File: config.mk
export PLATFORM = sky130hd
export DESIGN_NAME = fifo_arb_ctrl
export DESIGN_NICKNAME = d
export VERILOG_FILES = /design/src/rtl/fifo_arb_ctrl_pkg.sv /design/src/rtl/fifo_arb_ctrl_rr_arbiter.sv /design/src/rtl/fifo_arb_ctrl.sv
export SDC_FILE = /design/constraint.sdc
export NUM_CORES = 1
export LEC_CHECK = 0
export CAP_MARGIN = 20
export CORE_MARGIN = 3
export CORE_UTILIZATION = 36
export DETAILED_ROUTE_END_ITERATION = 10
export PLACE_DENSITY = 0.76
export SLEW_MARGIN = 25
export SYNTH_ARGS = -nofsm -noshare
export SYNTH_HDL_FRONTEND = slang
export SYNTH_SLANG_ARGS = --single-unit
export TNS_END_PERCENT = 30
File: constraint.sdc
create_clock -name clk -period 2.45 [get_ports clk]
set_input_delay 0.49 -clock clk [delete_from_list [all_inputs] [get_ports clk]]
set_output_delay 0.49 -clock clk [all_outputs]
set_load 0.02 [all_outputs]
File: src/rtl/fifo_arb_ctrl_pkg.sv
// rtl/fifo_arb_ctrl_pkg.sv - shared state encodings and sizing for the FIFO arbiter controller
package fifo_arb_ctrl_pkg;

    localparam int STATE_BITS        = 3;
    localparam int DEFAULT_NUM_FIFOS = 4;

    typedef enum logic [STATE_BITS-1:0] {
        ST_RESET  = 3'd0,
        ST_INIT   = 3'd1,
        ST_IDLE   = 3'd2,
        ST_ACTIVE = 3'd3,
        ST_ERROR  = 3'd4
    } state_t;

    // Index width for a set of n FIFOs; never zero so a single FIFO still gets a legal vector.
    function automatic int ptr_bits(input int n);
        return (n > 1) ? $clog2(n) : 1;
    endfunction

endpackage

File: src/rtl/fifo_arb_ctrl_rr_arbiter.sv
// rtl/fifo_arb_ctrl_rr_arbiter.sv - combinational round-robin grant generator
//
// Ports:
//   req    - per-requester request bits
//   ptr    - index the search starts from (highest priority this cycle)
//   enable - when low no grant is issued
//   grant  - one-hot grant, all zero when disabled or nothing requests
module rr_arbiter #(
    parameter int NUM_REQ  = 4,
    parameter int PTR_BITS = 2
) (
    input  logic [NUM_REQ-1:0]  req,
    input  logic [PTR_BITS-1:0] ptr,
    input  logic                enable,
    output logic [NUM_REQ-1:0]  grant
);

    always_comb begin
        int                  idx;
        logic                found;
        logic [PTR_BITS-1:0] sel;
        grant = '0;
        found = 1'b0;
        idx   = 0;
        sel   = '0;
        // Walk ptr, ptr+1, ... wrapping at NUM_REQ; the first requester seen wins.
        for (int i = 0; i < NUM_REQ; i++) begin
            idx = int'(ptr) + i;
            if (idx >= NUM_REQ) begin
                idx = idx - NUM_REQ;
            end
            sel = PTR_BITS'(idx);
            if (enable && !found && req[sel]) begin
                grant[sel] = 1'b1;
                found      = 1'b1;
            end
        end
    end

endmodule

File: src/rtl/fifo_arb_ctrl.sv
// rtl/fifo_arb_ctrl.sv - round-robin read controller for a bank of FIFOs feeding one downstream port
//
// Ports:
//   clk, reset                      - clock and synchronous active-low reset
//   init, high/low_limit_in         - threshold configuration request and values
//   fifo_empty, fifo_error          - per-FIFO status flags
//   fifo_data                       - FIFO outputs, FIFO i at [i*DATA_BITS +: DATA_BITS]
//   dest_full                       - downstream backpressure
//   fifo_read                       - one-hot combinational read strobes
//   high/low_limit_out              - configured thresholds broadcast to the FIFOs
//   data_out, valid_out             - forwarded word, one cycle after its read strobe
//   state_out, idle_out, error_out  - controller state indicators
module fifo_arb_ctrl
    import fifo_arb_ctrl_pkg::*;
#(
    parameter int DATA_BITS = 10,
    parameter int ADDR_BITS = 3,
    parameter int NUM_FIFOS = DEFAULT_NUM_FIFOS
) (
    input  logic                           clk,
    input  logic                           reset,
    input  logic                           init,
    input  logic [ADDR_BITS-1:0]           high_limit_in,
    input  logic [ADDR_BITS-1:0]           low_limit_in,
    input  logic [NUM_FIFOS-1:0]           fifo_empty,
    input  logic [NUM_FIFOS-1:0]           fifo_error,
    input  logic [NUM_FIFOS*DATA_BITS-1:0] fifo_data,
    input  logic                           dest_full,
    output logic [NUM_FIFOS-1:0]           fifo_read,
    output logic [ADDR_BITS-1:0]           high_limit_out,
    output logic [ADDR_BITS-1:0]           low_limit_out,
    output logic [DATA_BITS-1:0]           data_out,
    output logic                           valid_out,
    output logic [2:0]                     state_out,
    output logic                           idle_out,
    output logic                           error_out
);

    localparam int PTR_BITS = ptr_bits(NUM_FIFOS);

    state_t               state_q, state_d;
    logic [ADDR_BITS-1:0] high_q, high_d;
    logic [ADDR_BITS-1:0] low_q, low_d;
    logic [PTR_BITS-1:0]  rr_ptr_q, rr_ptr_d;
    logic [PTR_BITS-1:0]  gnt_idx_q, gnt_idx_d;
    logic                 valid_q, valid_d;
    logic [DATA_BITS-1:0] data_hold_q, data_hold_d;

    logic [NUM_FIFOS-1:0] req;
    logic [NUM_FIFOS-1:0] grant;
    logic [PTR_BITS-1:0]  gnt_idx;
    logic [DATA_BITS-1:0] sel_word;
    logic                 any_req;
    logic                 any_err;
    logic                 rd_en;
    logic                 granted;

    assign req     = ~fifo_empty;
    assign any_req = |req;
    assign any_err = |fifo_error;
    // An error flag kills the strobe in the same cycle it appears.
    assign rd_en   = (state_q == ST_ACTIVE) && !dest_full && !any_err && any_req;

    rr_arbiter #(
        .NUM_REQ  (NUM_FIFOS),
        .PTR_BITS (PTR_BITS)
    ) u_rr_arbiter (
        .req    (req),
        .ptr    (rr_ptr_q),
        .enable (rd_en),
        .grant  (grant)
    );

    assign fifo_read = grant;
    assign granted   = |grant;

    always_comb begin
        gnt_idx = '0;
        for (int i = 0; i < NUM_FIFOS; i++) begin
            if (grant[i]) begin
                gnt_idx = PTR_BITS'(i);
            end
        end
    end

    // The FIFO presents its word one cycle after the strobe, so the mux follows the registered index.
    always_comb begin
        sel_word = '0;
        for (int i = 0; i < NUM_FIFOS; i++) begin
            if (gnt_idx_q == PTR_BITS'(i)) begin
                sel_word = fifo_data[i*DATA_BITS +: DATA_BITS];
            end
        end
    end

    always_comb begin
        rr_ptr_d    = rr_ptr_q;
        gnt_idx_d   = gnt_idx_q;
        valid_d     = granted;
        data_hold_d = valid_q ? sel_word : data_hold_q;
        if (granted) begin
            gnt_idx_d = gnt_idx;
            rr_ptr_d  = (gnt_idx == PTR_BITS'(NUM_FIFOS - 1)) ? '0 : gnt_idx + 1'b1;
        end
    end

    always_comb begin
        state_d = state_q;
        high_d  = high_q;
        low_d   = low_q;
        case (state_q)
            ST_RESET: state_d = ST_INIT;
            ST_INIT: begin
                if (init) begin
                    high_d = high_limit_in;
                    low_d  = low_limit_in;
                end else begin
                    state_d = ST_IDLE;
                end
            end
            ST_IDLE: begin
                if (any_err) begin
                    state_d = ST_ERROR;
                end else if (init) begin
                    state_d = ST_INIT;
                end else if (any_req) begin
                    state_d = ST_ACTIVE;
                end
            end
            ST_ACTIVE: begin
                if (any_err) begin
                    state_d = ST_ERROR;
                end else if (!any_req && !granted) begin
                    state_d = ST_IDLE;
                end
            end
            ST_ERROR: state_d = ST_ERROR;
            default:  state_d = ST_RESET;
        endcase
    end

    always_ff @(posedge clk) begin
        if (!reset) begin
            state_q     <= ST_RESET;
            high_q      <= '0;
            low_q       <= '0;
            rr_ptr_q    <= '0;
            gnt_idx_q   <= '0;
            valid_q     <= 1'b0;
            data_hold_q <= '0;
        end else begin
            state_q     <= state_d;
            high_q      <= high_d;
            low_q       <= low_d;
            rr_ptr_q    <= rr_ptr_d;
            gnt_idx_q   <= gnt_idx_d;
            valid_q     <= valid_d;
            data_hold_q <= data_hold_d;
        end
    end

    assign high_limit_out = high_q;
    assign low_limit_out  = low_q;
    assign valid_out      = valid_q;
    assign data_out       = valid_q ? sel_word : data_hold_q;
    assign state_out      = state_q;
    assign idle_out       = (state_q == ST_IDLE);
    assign error_out      = (state_q == ST_ERROR);

endmodule

# Word-level counts from Yosys, hierarchy flattened

Index checks and enable logic that the tools add are counted.
Widths: inputs -> output; s select.

Add/subtract/negate cells: 8
Multipliers: 0
Divide/modulo/power cells: 0
Order comparisons: 12
Equal/unequal tests: 11
Shift operators: 0
Mux-type cells: 43
Bitwise operators: 4
Reduce and logical (&&, ||, !) cells: 29

Operators by type and width:

| operator            | number |
|---|---|
| $mux 10             | 5 |
| $mux 3              | 6 |
| $mux 4              | 4 |
| $logic_and 1x1->1   | 15 |
| $pmux 3 s5          | 1 |
| $mux 2              | 7 |
| $lt 2x3->1 const B  | 4 |
| $mux 1              | 12 |
| $or 4x4->4          | 3 |
| $reduce_or 4->1     | 3 |
| $ge 3x3->1 const B  | 3 |
| $bmux 1 s2          | 4 |
| $demux 1 s2         | 4 |
| $ge 2x1->1 const B  | 4 |
| $sub 2x1->2 const B | 4 |
| $logic_not 1->1     | 7 |
| $add 2x2->3 const B | 2 |
| $eq 2x2->1 const B  | 3 |
| $eq 3x2->1 const B  | 2 |
| $ne 4x2->1 const B  | 1 |
| $not 4->4           | 1 |
| $add 2x1->3 const B | 1 |
| $eq 3x1->1 const B  | 1 |
| $eq 3x3->1 const B  | 1 |
| 9 further kinds     | 9 |

Register bits: 24
Latch bits: 0
RAM bits: 0
ROM bits: 0
Bits of input ports: 58
Logic and storage cells: 114
Memories: 0

# Longest topological paths before layout

Gate-level depths: netlist (run 1).

Depth in word-level cells: 24
Mapped depth: 9

# Cells and area by module

Synthesis (run 1) repeated with hierarchy kept, for this count alone.

Cell total of the unflattened synthesis: 151
Area, all modules: 1646.6 sq um

Modules (own cells, without submodules):

| module        | times used | cells each | area an instance (sq um) | seq. area each (sq um) |
|---|---|---|---|---|
| fifo_arb_ctrl | 1          | 110        | 1283.7                   | 480.5 |
| rr_arbiter    | 1          | 41         | 362.8                    | 0.0 |

# Worst setup path after synthesis (run 1)

No wires, ideal clock.

Path kind: register -> output
Start: register rr_ptr_q[0]
End: output port fifo_read[3]
Data arrival time: 2377 ps
Required time: 1960 ps
Setup slack: -417 ps
Stages on the path, launching flop included: 8
Cells stage by stage: dfxtp_1 > buf_4 > inv_1 > ha_1 > mux4_2 > o21ai_1 > a31oi_1 > o31ai_2

Word-level cells in the longest chain between the ends: 18
Elaborated cells between the ends (all ways): 63

RTL lines:

| element                                              | RTL line                       | source |
|---|---|---|
| from (decl)                                          | fifo_arb_ctrl.sv:44            | `logic [PTR_BITS-1:0] rr_ptr_q, rr_ptr_d;` |
| from (signal assigned)                               | fifo_arb_ctrl.sv:155           | `rr_ptr_q <= rr_ptr_d;` |
| branches (longest 17 deep; another with $add 2x1->3) | -                              |  |
| $mux 4 *                                             | fifo_arb_ctrl_rr_arbiter.sv:33 | `if (enable && !found && req[sel]) begin` |
| to (decl)                                            | fifo_arb_ctrl.sv:29            | `output logic [NUM_FIFOS-1:0] fifo_read,` |

Mark *: on every way between the ends. The select of a mux whose other input is x is not followed.

# Worst setup path after layout (run 1)

Start: register rr_ptr_q[0]
End: output port fifo_read[2]

The elaborated chain is that of the path after synthesis.

==> impl_metrics.toml, run 1 <==
[status]
status = "finished with violations"
violations = "negative setup slack"

[global_routing]
gr-usage-met1_pct = 20.7
track_usage_pct = 17.4
grt_max_degree = 15
grt_antenna_before_repair = 0
grt_overflow = 0
met2_usage_pct = 30.4
grt.busiest_layer = "met2"
grt_pass1_vias = 1658
met3_usage_pct = 4.79
grt_pass1_wl_um = 7490

[sta]
slew_violations = 0
tightest_slew_ps = 470
rsz0062_at_grt = "true"
skew_ps = 3.07
setup_slack_ps = -196
final-setup-viol-count = 4
fmax_mhz = 378
holdWs_ps = 476
hold_viol_final = 0
fin_crit_sh_pct = 108
fin_crit_ps = 2650
max_slew_margin_pct = 68.6

[clock_tree]
clock_path_buffers = 2
worstSkewPairLatency_ps = 260
root_buffer = "clkbuf_8"
holdBufCountCts = 0
cts_tree = "built"
cts_buffers = 3
clk_pin_slew_ps = 80
h-tree-depth = 1
cts_sinks = 24

[synthesis]
syn_area_sq_mm = 0.00166
ys_seq_area_share_pct = 28.9
avgSynthCellArea_sq_um = 10.4
synth_commonest_cells = "dfxtp_1, nor2_1, mux4_2"
syn_nets = 223
synth.top_cell.area_share_pct = 28.9
async_flop_share_pct = 0
ys_ff_latch = 24
synth-main-ff-cell = "dfxtp_1"
yosys_warnings = 0
synth.distinct_cells = 40
yosysMostFrequentCell = "dfxtp_1"
syn_inst = 159
synth_edf_count = 0
synth.top_cells.by_area = "dfxtp_1, mux4_2, mux2_2"
yosys.area.top_type = "dfxtp_1"

[detailed_routing]
wl_um = 4930
drt_pre_antenna_iters = 4
dr_total_vias = 1693
vias_per_cell = 5.13
ant_nets = 0
initialDrtViolationCount = 49
drcViolationCount = 0
wl_per_cell_um = 14.9

[layout]
fillers = 369
drive_gt1_share_pct = 41.4
nets = 343
diodes = 0
final_util_pct = 68.8
syn2layout_area_growth_pct = 82.8
finalNonFillerCells = 330

[critical_path]
path_class = "flip-flop to output port"
reg2reg_slack_ps = 80
worstSetupStartpoint = "rr_ptr_q[0]"
r2r_start = "rr_ptr_q[0]"
cp-end-kind = "output port"
cp.required_ps = 1960
cp_data_arrival_time_ps = 2160
crit_fanout = 4
critPathLaunchType = "flip-flop"

[floorplan]
row_count = 24
fp.dieW_um = 73.9
top_level_ports = 84
start_util_pct = 37.6
coreArea_sq_mm = 0.00441
die_h_um = 73.9
die_area_sq_mm = 0.00546

[placed_design]
io_buffers = 83
gp_congestion = 0.870
post-dp-hpwl_um = 3880
placedCellCount = 320

[power]
leakagePower_nw = 1.21
ir_drop_v = 0.000246
p_per_area_mw_per_mm2 = 310

[run]
drv_cap = 0

[worst_hold_path]
min_path_type = "flip-flop to flip-flop"
min_from = "gnt_idx_q[1]"
==> critical path, cell delays in order, from the launching register on <==
cell and delay (ps):
dfxtp_4 370, inv_4 40, ha_4 270, mux4_2 540, buf_6 160, buf_4 170, nor2_4 120, o31ai_4 90
buf_6 140
==> placed cells by master (no fill, tap or decap), types with 3 or more instances in the layout <==
master / count
clkbuf_2: 7
nand2b_1: 6
inv_1: 4
and2_1: 10
nor2_4: 4
dlymetal6s2s_1: 4
mux2i_1: 6
buf_4: 36
mux2_2: 13
ha_1: 5
mux4_2: 14
buf_6: 5
o31ai_4: 4
nand2_1: 7
clkbuf_8: 3
nor2_1: 14
dlygate4sd2_1: 4
dfxtp_1: 22
clkdlybuf4s50_1: 61
==> logic make-up (layout without fill, tap and decap cells) <==
family                     count (synthesis)  after routing  share of synthesized area [%]
AOI/OAI and AO/OA                         25             25                           12.4
adders and majority gates                  6              6                           4.52
buffers and inverters                     14            133                           3.47
DFF                                       24             24                           28.9
muxes                                     33             33                           31.4
and+or+nand+nor                           57             57                           19.3
==> area by class of cell <==
class | count | area, sq um | area share, %
inverter | 8 | 32.5 | 1.07
timing repair buffer | 121 | 1100 | 36.4
sequential | 24 | 485 | 16.0
tap | 52 | 65.1 | 2.14
clock buffer | 4 | 66.3 | 2.18
multi-input combinational | 121 | 1280 | 42.2
==> layer usage <==
layer / share of wire (%) / routed length (um)
met4: 1.7 / 85
met5: 0 / 0
met1: 38 / 1860
met2: 51 / 2520
met3: 9.5 / 466
==> state kept, by name, indices dropped and copies added (netlist names) <==
| register | count |
|---|---|
| rr_ptr_q | 2 |
| data_hold_q | 10 |
| high_limit_out | 3 |
| low_limit_out | 3 |
| state_out | 3 |
| valid_out | 1 |
| gnt_idx_q | 2 |
==> worst paths after layout <==
kind / to / cells after the start
worst min register to register: gnt_idx_q[1] / 2
worst min-delay path: gnt_idx_q[1] / 2
worst max register to register: rr_ptr_q[1] / 10
worst max-delay path: fifo_read[2] / 8
==> what timing repair did <==
| action | 4_1_cts | 5_1_grt |
|---|---|---|
| setup endpoints to repair | 16 | 16 |
| setup buffers | 4 | 3 |
| gates resized for setup | 62 | 26 |
| pin swaps | 10 | 9 |
==> stage by stage <==
| step | power [mW] | area (sq um) | setup slack [ps] | TNS (ps) |
|---|---|---|---|---|
| floorplan | 0.491 | 1710 | -18.2 | -19.5 |
| global placement | 0.635 | 2830 | -801 | -6470 |
| detailed placement | 0.640 | 2830 | -894 | -6990 |
| CTS | 0.945 | 2980 | -241 | -923 |
| global route | 0.991 | 3040 | -265 | -1020 |
| finish | 0.942 | 3040 | -196 | -722 |
==> report_power, final <==
group          switching [mW]  leakage [nW]  internal [mW]
clock network           0.124        0.0339          0.177
logic                  0.0880         0.983          0.151
registers             0.00427         0.196          0.397
Note: power is estimated with default switching activity, not from simulation.
==> run 2: changes to the inputs <==
CAP_MARGIN = 30   (was 20)
==> results of run 2 <==
The final DEF is identical to that of run 1; final timing and power are the same.
